File: src/rtl/rv32i_mem_arbiter_pkg.sv
// Shared encodings for the unified-memory arbiter: FSM states, owner ids and fetch byte enables.
package rv32i_mem_arbiter_pkg;

  localparam logic ARB_IDLE = 1'b0;
  localparam logic ARB_WAIT = 1'b1;

  localparam logic ARB_OWN_IF = 1'b0;
  localparam logic ARB_OWN_D  = 1'b1;

  localparam logic [3:0] BE_WORD = 4'hF;

endpackage

File: src/rtl/rv32i_starve_ctr.sv
// Saturating counter that tracks consecutive data grants taken while fetch is waiting.
module rv32i_starve_ctr #(
  parameter int unsigned MAX = 4,
  parameter int unsigned W   = (MAX > 0) ? $clog2(MAX + 1) : 1
) (
  input  logic         clk,
  input  logic         rst_n,
  input  logic         inc,
  input  logic         clr,
  output logic [W-1:0] cnt,
  output logic         sat
);

  localparam logic [W-1:0] MaxVal = W'(MAX);

  logic [W-1:0] cnt_d;

  assign sat = (cnt == MaxVal);

  always_comb begin
    cnt_d = cnt;
    if (clr) begin
      cnt_d = '0;
    end else if (inc && !sat) begin
      cnt_d = cnt + 1'b1;
    end
  end

  always_ff @(posedge clk or negedge rst_n) begin
    if (!rst_n) begin
      cnt <= '0;
    end else begin
      cnt <= cnt_d;
    end
  end

endmodule

File: src/rtl/rv32i_mem_arbiter.sv
// Single-outstanding arbiter sharing one memory port between instruction fetch and load/store.
module rv32i_mem_arbiter
  import rv32i_mem_arbiter_pkg::*;
#(
  parameter int unsigned STARVE_MAX = 4
) (
  input  logic        clk,
  input  logic        rst_n,
  input  logic        if_req,
  input  logic [31:0] if_addr,
  output logic        if_gnt,
  output logic        if_rvalid,
  output logic [31:0] if_rdata,
  input  logic        d_req,
  input  logic        d_we,
  input  logic [3:0]  d_be,
  input  logic [31:0] d_addr,
  input  logic [31:0] d_wdata,
  output logic        d_gnt,
  output logic        d_rvalid,
  output logic [31:0] d_rdata,
  output logic        mem_req,
  output logic        mem_we,
  output logic [3:0]  mem_be,
  output logic [31:0] mem_addr,
  output logic [31:0] mem_wdata,
  input  logic        mem_ready,
  input  logic        mem_rvalid,
  input  logic [31:0] mem_rdata,
  output logic        err_spurious
);

  localparam int unsigned CntW = (STARVE_MAX > 0) ? $clog2(STARVE_MAX + 1) : 1;

  logic            state;
  logic            owner;
  logic [CntW-1:0] starve_cnt;
  logic            starve_sat;
  logic            idle;
  logic            win_d;
  logic            win_if;
  logic            cnt_inc;
  logic            cnt_clr;

  assign idle   = (state == ARB_IDLE);
  // starve_cnt < STARVE_MAX is exactly "not saturated"
  assign win_d  = d_req && !starve_sat;
  assign win_if = !win_d && if_req;

  assign d_gnt  = idle && win_d && mem_ready;
  assign if_gnt = idle && win_if && mem_ready;

  always_comb begin
    mem_req   = 1'b0;
    mem_we    = 1'b0;
    mem_be    = BE_WORD;
    mem_addr  = if_addr;
    mem_wdata = '0;
    if (idle) begin
      mem_req = if_req || d_req;
      if (win_d) begin
        mem_we    = d_we;
        mem_be    = d_be;
        mem_addr  = d_addr;
        mem_wdata = d_wdata;
      end
    end
  end

  assign if_rvalid = !idle && mem_rvalid && (owner == ARB_OWN_IF);
  assign d_rvalid  = !idle && mem_rvalid && (owner == ARB_OWN_D);
  assign if_rdata  = mem_rdata;
  assign d_rdata   = mem_rdata;

  assign cnt_inc = d_gnt && if_req;
  assign cnt_clr = if_gnt || (d_gnt && !if_req);

  rv32i_starve_ctr #(
    .MAX (STARVE_MAX),
    .W   (CntW)
  ) u_starve_ctr (
    .clk   (clk),
    .rst_n (rst_n),
    .inc   (cnt_inc),
    .clr   (cnt_clr),
    .cnt   (starve_cnt),
    .sat   (starve_sat)
  );

  always_ff @(posedge clk or negedge rst_n) begin
    if (!rst_n) begin
      state        <= ARB_IDLE;
      owner        <= ARB_OWN_IF;
      err_spurious <= 1'b0;
    end else begin
      if (idle) begin
        if (d_gnt) begin
          state <= ARB_WAIT;
          owner <= ARB_OWN_D;
        end else if (if_gnt) begin
          state <= ARB_WAIT;
          owner <= ARB_OWN_IF;
        end
        if (mem_rvalid) begin
          err_spurious <= 1'b1;
        end
      end else if (mem_rvalid) begin
        state <= ARB_IDLE;
      end
    end
  end

endmodule

File: config.mk
export PLATFORM = sky130hd
export DESIGN_NAME = rv32i_mem_arbiter
export DESIGN_NICKNAME = d
export VERILOG_FILES = /design/src/rtl/rv32i_mem_arbiter_pkg.sv /design/src/rtl/rv32i_starve_ctr.sv /design/src/rtl/rv32i_mem_arbiter.sv
export SDC_FILE = /design/constraint.sdc
export NUM_CORES = 1
export LEC_CHECK = 0
export CAP_MARGIN = 20
export CORE_AREA = 2 2 109 111
export CTS_CLUSTER_DIAMETER = 100
export DETAILED_ROUTE_END_ITERATION = 7
export DIE_AREA = 0 0 111 113
export MAX_ROUTING_LAYER = met4
export PLACE_DENSITY = 0.53
export SLEW_MARGIN = 5
export SYNTH_ARGS = -nofsm -noshare
export SYNTH_HDL_FRONTEND = slang
export SYNTH_SLANG_ARGS = --single-unit
File: constraint.sdc
create_clock -name clk -period 2.4 [get_ports clk]
set_input_delay 0.36 -clock clk [delete_from_list [all_inputs] [get_ports clk]]
set_output_delay 0.36 -clock clk [all_outputs]
set_load 0.05 [all_outputs]
==> run_results.csv <==
group,metric,value,unit
outcome,outcome,"finished clean",
cts,numCtsBuffers,3,
layout,design_area,0.003943,mm^2
placement,dp_hpwl,5789,um
critical_path,critPathArrivalTime,1.95,ns
yosys,synth_top_area_cell,"buf_4",
cts,htree_levels,1,
power_and_ir_drop,vdd_drop_max,0.0003159,V
cts,cts_sinks,6,
yosys,synth_seq_cells,6,
timing,period_share,96.29,%
grt,grt_pass1_wl,10960,um
hold_path,hold_class,"in -> async",
layout,final_common_cell,"clkdlybuf4s50_1",
die,dieArea,0.01254,mm^2
yosys,syn-cell-area,0.001466,mm^2
timing,drv_slew,0,
yosys,synth_top_area_share,32.76,%
layout,final_cell_mix,"clkdlybuf4s50_1 (106), buf_12 (71), and3_1 (36)",
critical_path,critical_path_class,"reg -> out",
layout,fin_util,34.98,%
critical_path,cp.depth,7,
grt,grt_pass1_vias,1842,
placement,place_ws,0.001761,ns
cts,clk_latency,0.23,ns
critical_path,cp-start-kind,"flop",
power_and_ir_drop,p_leak,1.736,nW
timing,hold_violations,0,
timing,worstMarginPinSlew,0.5028,ns
layout,num_antenna_cells,0,
layout,multiInputGateArea,855.8,um^2
critical_path,critPathMaxFanout,8,
yosys,synth_cell_types,25,
die,io_pins,278,
cts,clockRootBuffer,"clkbuf_16",
critical_path,slowest_stage,"mux2_2",
critical_path,cp_top_family,"buffers and inverters",
die,rows,39,
layout,fillers,1093,
cts,cts_tree,"yes",
die,start_util,13.01,%
timing,fmax,0.4327,GHz
timing,fin_worst_skew,0.0002817,ns
die,die_h,113,um
grt,antenna_found_initial,0,
yosys,synthTopCellsByArea,"buf_4 (33%), mux2_2 (25%), and3_1 (15%)",
critical_path,slowest_delay,0.36,ns
yosys,ys_warn_count,0,
drt,wl_per_cell,16.27,um
critical_path,r2r_end,"u_starve_ctr.cnt[2]$_DFFE_PN0P_",
power_and_ir_drop,power,1.789,mW
power_and_ir_drop,p_per_area,453.7,mW/mm^2
critical_path,r2r_start,"u_starve_ctr.cnt[1]$_DFFE_PN0P_",
critical_path,cp-end-kind,"primary output",
grt,grt_max_degree,36,
critical_path,r2r_slack,0.73,ns
timing,slew_headroom,66.37,%
yosys,synth_area_per_cell,8.102,um^2
critical_path,worstSetupEndpoint,"mem_addr[26]",
critical_path,critPathRequiredTime,2.04,ns
yosys,syn_nets,322,
layout,nets,447,
timing,grt_setup_unrepaired,"yes",
die,dieWidth,111,um
timing,fin_tns_setup,0,ns
yosys,synth_seq_area_share,10.24,%
timing,setup_slack,0.08911,ns
drt,drc,0,
cts,clock_path_buffers,2,
timing,setup_viol,0,
die,core_area,0.01127,mm^2
placement,dp.cells,436,
run,drv_cap,0,
grt,overflow,0,
layout,drive_above_1_share,42.43,%
critical_path,crit_path_start,"u_starve_ctr.cnt[1]$_DFFE_PN0P_",
drt,via_per_inst,3.799,
layout,regArea,150.1,um^2
grt,track_usage,11.44,%
cts,holdBufCountCts,0,
timing,period_needed,2.311,ns
critical_path,rr_worst_depth,6,
timing,holdWs,0.3813,ns
critical_path,path_cells,"inv_2 > ha_4 > a21bo_4 > nor2_4 > bufbuf_16 > mux2_2 > buf_12",
layout,area_growth,168.9,%
drt,wirelength,7273,um
placement,globalplace.congestion,0.9072,
yosys,syn_inst,181,
drt,ant_nets,0,
drt,drt-pass1-iter-count,4,
drt,drtIter0Drc,49,
cts,clk_pin_slew,0.03,ns
layout,final_cells,447,
drt,dr_total_vias,1698,
critical_path,path_buf_inv,3,
placement,place_area,0.003664,mm^2
placement,portBuffers,181,
[sequential cells by signal, indices dropped and copies added, names as in the netlist]
signal,flops
owner,1
err_spurious,1
u_starve_ctr.cnt,3
state,1
[cell usage after synthesis]
cell	n
a22o_1	1
nor2_2	1
buf_2	3
o31ai_1	1
o22ai_1	1
nand4_1	1
ha_1	2
or3_1	4
nand2_1	1
and3_1	36
a21oi_1	2
a21boi_1	1
nand2b_1	1
or4_1	1
clkbuf_1	7
buf_4	64
buf_6	1
nor2_1	3
mux2_2	32
inv_1	4
nor2b_1	3
dfrtp_1	6
a21bo_2	1
a21o_1	1
o21ai_0	3
[cells by family after synthesis]
logic type,after synthesis,share of synthesized area (%)
AND/OR/NAND/NOR,51,21.16
buffers and inverters,79,37.37
adder cells (fa/ha/maj),2,1.706
multiplexers,32,24.57
AO/OA/AOI/OAI,11,4.950
flip-flops,6,10.24
[how the worst min path moves through the flow]
stage                          endpoint  slack (ns)  cells after the start                startpoint
2_1_floorplan  err_spurious$_DFFE_PN0P_        0.06                      0                     rst_n
3_3_place_gp   err_spurious$_DFFE_PN0P_        0.45                      1  err_spurious$_DFFE_PN0P_
3_5_place_dp   err_spurious$_DFFE_PN0P_        0.45                      1  err_spurious$_DFFE_PN0P_
4_1_cts               owner$_DFFE_PN0P_        0.39                      1                     rst_n
5_1_grt               owner$_DFFE_PN0P_        0.40                      1                     rst_n
6_report              owner$_DFFE_PN0P_        0.38                      1                     rst_n
[timing repair]
| item | in CTS | in global routing |
|---|---|---|
| endpoints found under the setup margin | 32 | 24 |
| gates cloned | 3 | 0 |
| setup buffers | 5 | 1 |
| pin swaps | 1 | 1 |
| gates resized for setup | 25 | 1 |
[layer usage]
metal	part of all wire (%)	routed length, um	GRT usage, %	up-vias
met5	0	0	-	-
met3	7.0	508	2.142	32
met4	2.4	177	4.167	0
met2	53	3889	20.82	81
met1	37	2698	12.48	775
li1	-	-	-	810
[power breakdown]
| group | internal [mW] | switching, mW |
|---|---|---|
| logic | 0.733 | 0.661 |
| registers | 0.115 | 0.0126 |
| clock network | 0.214 | 0.0539 |
| total | 1.06 | 0.728 |
[cell type report]
| class | count | share of cell area, % |
|---|---|---|
| Sequential cell | 6 | 3.808 |
| Clock buffer | 3 | 1.904 |
| Inverter | 4 | 0.3808 |
| Multi-Input combinational cell | 96 | 21.71 |
| Tap cell | 143 | 4.538 |
| Timing Repair Buffer | 195 | 67.66 |
Power figures use the tool's default switching activity.
